[config.mk]
export PLATFORM = sky130hd
export DESIGN_NAME = ysyx_24100027_branch_unit
export DESIGN_NICKNAME = d
export VERILOG_FILES = /design/src/rtl/ysyx_24100027_branch_unit.sv
export SDC_FILE = /design/constraint.sdc
export NUM_CORES = 1
export LEC_CHECK = 0
export ABC_AREA = 1
export CAP_MARGIN = 10
export CORE_MARGIN = 2
export CORE_UTILIZATION = 55
export DETAILED_ROUTE_END_ITERATION = 8
export PLACE_DENSITY = 0.82
export SLEW_MARGIN = 5
export SYNTH_ARGS = -nofsm -noshare
export SYNTH_HDL_FRONTEND = slang
export SYNTH_SLANG_ARGS = --single-unit
export TNS_END_PERCENT = 50
[constraint.sdc]
create_clock -name clk -period 2.5 [get_ports clk]
set_input_delay 0.5 -clock clk [delete_from_list [all_inputs] [get_ports clk]]
set_output_delay 0.5 -clock clk [all_outputs]
set_load 0.02 [all_outputs]
[src/rtl/ysyx_24100027_branch_unit.sv]
// ysyx_24100027_branch_unit
// Branch resolution (PC mux selects) plus a PC-indexed table of 2-bit
// saturating counters that predicts conditional branch direction for fetch.
// Resolved conditional branches train the table and raise a registered
// one-cycle mispredict pulse.
// Optional feature: define BRANCH_UNIT_STATS_EN to build the conditional /
// mispredict statistics counters; otherwise stat_cond and stat_miss are 0.
module ysyx_24100027_branch_unit #(
    parameter int         IDX_W    = 6,
    parameter logic [1:0] CNT_INIT = 2'b01,
    parameter int         STAT_W   = 32
) (
    input  logic              clk,
    input  logic              rst_n,
    input  logic [31:0]       pred_pc,
    output logic              pred_taken,
    input  logic              res_valid,
    input  logic [31:0]       res_pc,
    input  logic [2:0]        res_branch,
    input  logic              res_zero,
    input  logic              res_less,
    input  logic              res_pred_taken,
    input  logic              bht_flush,
    output logic              pc_a_sel,
    output logic              pc_b_sel,
    output logic              res_taken,
    output logic              mispredict,
    output logic [STAT_W-1:0] stat_cond,
    output logic [STAT_W-1:0] stat_miss
);

    localparam int DEPTH = 1 << IDX_W;

    logic [1:0]       cnt_q [DEPTH];
    logic [IDX_W-1:0] pred_idx;
    logic [IDX_W-1:0] res_idx;
    logic             taken_raw;
    logic             cond;
    logic             mispredict_d;
    logic             mispredict_q;
    logic             unused_pc_bits;

    // Saturating 2-bit counter step towards the resolved direction.
    function automatic logic [1:0] cnt_step(input logic [1:0] c, input logic t);
        logic [1:0] r;
        r = c;
        if (t) begin
            if (c != 2'b11) r = c + 2'b01;
        end else begin
            if (c != 2'b00) r = c - 2'b01;
        end
        return r;
    endfunction

    assign pred_idx = pred_pc[IDX_W+1:2];
    assign res_idx  = res_pc[IDX_W+1:2];

    // Byte offset and upper PC bits do not take part in indexing.
    assign unused_pc_bits = ^{pred_pc[31:IDX_W+2], pred_pc[1:0],
                              res_pc[31:IDX_W+2], res_pc[1:0]};

    // Prediction reads the current (pre-update) counter; no write bypass.
    assign pred_taken = cnt_q[pred_idx][1];

    // Decode the branch code against the ALU flags into direction and selects.
    always_comb begin
        taken_raw = 1'b0;
        case (res_branch)
            3'b001:  taken_raw = 1'b1;
            3'b010:  taken_raw = 1'b1;
            3'b100:  taken_raw = res_zero;
            3'b101:  taken_raw = ~res_zero;
            3'b110:  taken_raw = res_less;
            3'b111:  taken_raw = ~res_less;
            default: taken_raw = 1'b0;
        endcase
        res_taken    = res_valid & taken_raw;
        pc_a_sel     = res_taken;
        pc_b_sel     = res_valid & (res_branch == 3'b010);
        cond         = res_valid & res_branch[2];
        mispredict_d = cond & (res_taken != res_pred_taken);
    end

    // Counter table: reset/flush to CNT_INIT, otherwise train on conditional resolutions.
    always_ff @(posedge clk or negedge rst_n) begin
        if (!rst_n) begin
            for (int i = 0; i < DEPTH; i++) cnt_q[i] <= CNT_INIT;
        end else if (bht_flush) begin
            for (int i = 0; i < DEPTH; i++) cnt_q[i] <= CNT_INIT;
        end else if (cond) begin
            cnt_q[res_idx] <= cnt_step(cnt_q[res_idx], res_taken);
        end
    end

    // One-cycle registered mispredict pulse for the redirect path.
    always_ff @(posedge clk or negedge rst_n) begin
        if (!rst_n) mispredict_q <= 1'b0;
        else        mispredict_q <= mispredict_d;
    end

    assign mispredict = mispredict_q;

`ifdef BRANCH_UNIT_STATS_EN
    logic [STAT_W-1:0] stat_cond_q;
    logic [STAT_W-1:0] stat_miss_q;
    logic [STAT_W-1:0] stat_cond_d;
    logic [STAT_W-1:0] stat_miss_d;

    // Next-state for the wrapping statistics counters.
    always_comb begin
        stat_cond_d = stat_cond_q;
        stat_miss_d = stat_miss_q;
        if (cond)         stat_cond_d = stat_cond_q + STAT_W'(1);
        if (mispredict_d) stat_miss_d = stat_miss_q + STAT_W'(1);
    end

    // Statistics registers.
    always_ff @(posedge clk or negedge rst_n) begin
        if (!rst_n) begin
            stat_cond_q <= '0;
            stat_miss_q <= '0;
        end else begin
            stat_cond_q <= stat_cond_d;
            stat_miss_q <= stat_miss_d;
        end
    end

    assign stat_cond = stat_cond_q;
    assign stat_miss = stat_miss_q;
`else
    assign stat_cond = '0;
    assign stat_miss = '0;
`endif

endmodule

==> impl_summary.md <==
Run status
The run finished with clean final reports.

Routing
The number of violations reported at the end of detailed-routing iteration 0 is 961. The wire length per cell after detailed routing is 17.4 um. The routed layout has 8764 vias. The wire length on met1 is 11.0 mm.

For this run, the detailed router's first-pass iteration total came to 6. Routed signal wires occupy layers up through met4. In the routed layout, each cell is associated on average with a via count of 5.55.

The post-detailed-route DRC marker count is 0. The total wire length after detailed routing is 27.5 mm. Once detail routing completed, the nets flagged for antenna violations numbered 0. The total length of routed met2 wires is 12.4 mm. After detailed routing, the met3 layer carries 3.02 mm of wire.

Critical path
For this run, the slowest stage of the critical path takes 580 ps. The worst setup path is launched from an input pin. Of all nets on the critical path, the largest fanout is 9. The critical path class is in2out.

The cell that appears most often on the critical path is sky130_fd_sc_hd__o211ai_1. For the worst setup path, the data arrival time is 1950 ps. The critical path goes through clkdlybuf4s50_1 > buf_6 > o221ai_1 > o211ai_1 > o211ai_1 > nand3_1 > nand2_2 > buf_4. The worst setup path is captured at an output pin. The slowest stage of the critical path is the sky130_fd_sc_hd__clkdlybuf4s50_1 cell.

The data required time of the critical path is 2000 ps.

Global route
The number of global-route vias before repair is 7917. The initial antenna violation count is 0. The final global-route overflow total is 0. The pin count of the biggest net entering global routing is 121. The first global-routing pass estimated 43.1 mm of wire. For this run, the total global-route usage over all layers was measured as 0.340.

STA
The achievable clock frequency is 0.408 GHz. The worst slew margin relative to its limit is 0.565. The minimum clock period after layout is 2450 ps.

The final setup skew is 9.65 ps. The slew at the pin closest to its max-slew limit is 652 ps. After routing, the total negative slack on setup checks comes to 0 ps.

Setup repair after global routing left no endpoint under its margin. The final count of pins violating max slew was 0. The part of the cycle the worst path needs is 0.979. The final number of setup-violating endpoints is 0. The number of failing hold endpoints at the final stage is 0.

Pwr
The share of total power dissipated in sequential elements is 0.389. The power density normalized to cell area is 540 nW/um^2. The share of total power dissipated in the clock network is 0.462. For this design the static power due to leakage is 5.20 nW.

The share of total power dissipated in combinational logic is 0.149. The total internal power is 3.89 mW. Summing internal, switching and leakage power gives 5.42 mW. The switching power summed over all nets is 1.53 mW. Of the total power, the share spent switching nets is 0.283. Across the VDD grid, the largest voltage drop is 0.526 mV.

Logic synthesis
For this run, the number of Yosys warnings is 0. The post-synthesis average cell area is 6.58 um^2. In this run the cell area of the synthesized design comes to 8570 um^2. Yosys mapped the design onto 32 distinct sky130hd cell types. After technology mapping, the gate count stands at 1303.

Synthesis inferred 129 register bits. The portion of the post-synthesis area used by sequential elements is 0.386.

Clock network
The clock passes through at most 2 buffers. The CTS tree is done. The total setup buffers inserted after CTS is 0. The total clock buffers created by CTS is 17. The cts-stage hold buffer count is 0.

The cell at the root of the clock tree is sky130_fd_sc_hd__clkbuf_16. The clock-pin slew of the registers on the worst-case setup and hold paths is 60 ps. Clock tree synthesis found a total of 129 sinks.

The H-tree was split into 4 levels. The later-pin clock latency in the skew report is 440 ps.

Die
Measured along the y axis, the die boundary spans 129 um. The initial utilization of the core area, before any placement, comes to 0.564. The region available for standard cell placement spans 15200 um^2. The chip width is 129 um. The die covers 16600 um^2.

After floorplanning, the core was divided into 45 placement rows. In this run the count of I/O pins placed on the die edge is 143.

Layout
The layout cell share with drive strength beyond 1 is 0.159. After the last flow step, the layout net total stands at 1451. The filler cells instantiated in the layout total 1329. The area growth from synthesis to layout is 17.1%. The utilization of the core after routing is 0.660. The count of cells in the finished layout, fillers not included, comes to 1579.

Leaving out fill and tap cells, the most frequent cells in the layout are sky130_fd_sc_hd__nand2_1 (409), sky130_fd_sc_hd__nor2_1 (165), sky130_fd_sc_hd__inv_1 (122). The leading cell type in the layout, fill and taps excluded is sky130_fd_sc_hd__nand2_1.

Min path
In this run the worst hold path is classified as in2async.

Flow run
Max-cap violations in this run came to 0.

Place
Port buffering added 26 buffers. The placer congestion estimate is 0.979. Once placement completed, the tool counted placed cells totaling 1545.

After legalization and detailed placement, the total HPWL measured 18.7 mm.
[worst max-delay path: cells and delay by family]
kind,cells,cell delay (ps)
buffers and inverters,3,920
AND/OR/NAND/NOR,2,190
AO/OA/AOI/OAI,3,340
[power groups by stage]
stage                     logic (mW)  clock network [mW]  registers (mW)
after floorplan                0.494                   0            2.14
after global placement         0.748                   0            2.14
after detailed placement       0.757                   0            2.14
after CTS                      0.760                2.51            2.11
after global routing           0.861                2.60            2.11
final                          0.809                2.50            2.11
[synth_stat cells]
| library cell | number | share of area |
|---|---|---|
| sky130_fd_sc_hd__o21ai_1 | 53 | 0.031 |
| sky130_fd_sc_hd__nand3_1 | 104 | 0.061 |
| sky130_fd_sc_hd__nand2_1 | 416 | 0.18 |
| sky130_fd_sc_hd__clkbuf_1 | 31 | 0.014 |
| sky130_fd_sc_hd__o221ai_1 | 1 | 0.0010 |
| sky130_fd_sc_hd__nor3_2 | 1 | 0.0012 |
| sky130_fd_sc_hd__o211ai_1 | 6 | 0.0053 |
| sky130_fd_sc_hd__dfstp_2 | 64 | 0.20 |
| sky130_fd_sc_hd__o21ai_0 | 45 | 0.026 |
| sky130_fd_sc_hd__buf_6 | 7 | 0.0092 |
| sky130_fd_sc_hd__or2_2 | 1 | 0.00073 |
| sky130_fd_sc_hd__nor2_2 | 5 | 0.0037 |
| sky130_fd_sc_hd__inv_2 | 3 | 0.0013 |
| sky130_fd_sc_hd__xor2_1 | 1 | 0.0010 |
| sky130_fd_sc_hd__buf_4 | 76 | 0.067 |
| sky130_fd_sc_hd__conb_1 | 1 | 0.00044 |
| sky130_fd_sc_hd__nor4_2 | 1 | 0.0015 |
| sky130_fd_sc_hd__nand2_2 | 1 | 0.00073 |
| sky130_fd_sc_hd__or2_0 | 3 | 0.0022 |
| sky130_fd_sc_hd__or2_1 | 4 | 0.0029 |
| sky130_fd_sc_hd__nor4_1 | 2 | 0.0015 |
| sky130_fd_sc_hd__nand2_4 | 1 | 0.0013 |
| sky130_fd_sc_hd__nor3_1 | 16 | 0.0093 |
| sky130_fd_sc_hd__inv_1 | 124 | 0.054 |
| sky130_fd_sc_hd__buf_1 | 2 | 0.00088 |
| sky130_fd_sc_hd__nand4_1 | 3 | 0.0022 |
| sky130_fd_sc_hd__a21oi_1 | 75 | 0.044 |
| sky130_fd_sc_hd__o22ai_1 | 14 | 0.010 |
| sky130_fd_sc_hd__nor2_1 | 165 | 0.072 |
| sky130_fd_sc_hd__buf_2 | 10 | 0.0058 |
| sky130_fd_sc_hd__dfrtp_1 | 65 | 0.19 |
| sky130_fd_sc_hd__clkinv_1 | 2 | 0.00088 |
[routing by layer]
layer,vias to the layer above,global-route usage
li1,4142,-
met1,4032,0.466
met2,508,0.518
met3,82,0.0732
met4,0,0.162
met5,-,0
[final timing paths]
kind / start / to / slack [ps] / depth (start not counted)
setup / recovery: pred_pc[4] / pred_taken / 50 / 8
hold / removal: rst_n / cnt_q[63] / 80 / 1
setup reg to reg: cnt_q[70] / cnt_q[1] / 550 / 12
hold reg to reg: cnt_q[38] / cnt_q[38] / 500 / 2
max in group asynchronous: rst_n / cnt_q[74] / 1680 / 2
min in group clk: cnt_q[38] / cnt_q[38] / 500 / 2
[what timing repair did]
item	4_1_cts	5_1_grt
pin swaps	0	3
setup endpoints to repair	131	132
cloned	0	1
resized for setup	15	37
[cell families (layout without fill, tap and decap cells)]
family | Yosys count | after routing | share of synthesized area
AOI/OAI and AO/OA | 194 | 194 | 0.118
xor gates and xnor gates | 1 | 1 | 0.00102
buffers and inverters | 255 | 279 | 0.153
DFF | 129 | 129 | 0.386
other | 1 | 65 | 0.000438
and+or+nand+nor | 723 | 723 | 0.342
[layout make-up]
cell class,instances,area (um^2),share of cell area
multi-input cells,982,4270,0.425
flip-flops and latches,129,3310,0.330
repair buffers,118,1150,0.115
inverters,129,484,0.0483
clock buffers,23,478,0.0476
well taps,188,235,0.0234
clock inverters,9,106,0.0106
diodes,1,2.50,0.000249
[registers in the layout (all words and copies together) (netlist names)]
name / cells
cnt_q: 128
mispredict: 1
[metrics by stage]
step | setup WS [ps] | hold WS [ps] | instance area [um^2]
after CTS | 0.661 | 99.7 | 9940
after floorplan | 325 | 204 | 8810
after detailed placement | -657 | 494 | 9340
after global placement | -658 | 487 | 9340
final | 51.6 | 83.4 | 10000
after global routing | 13.7 | 138 | 10000
Note: power is estimated with default switching activity, not from simulation.
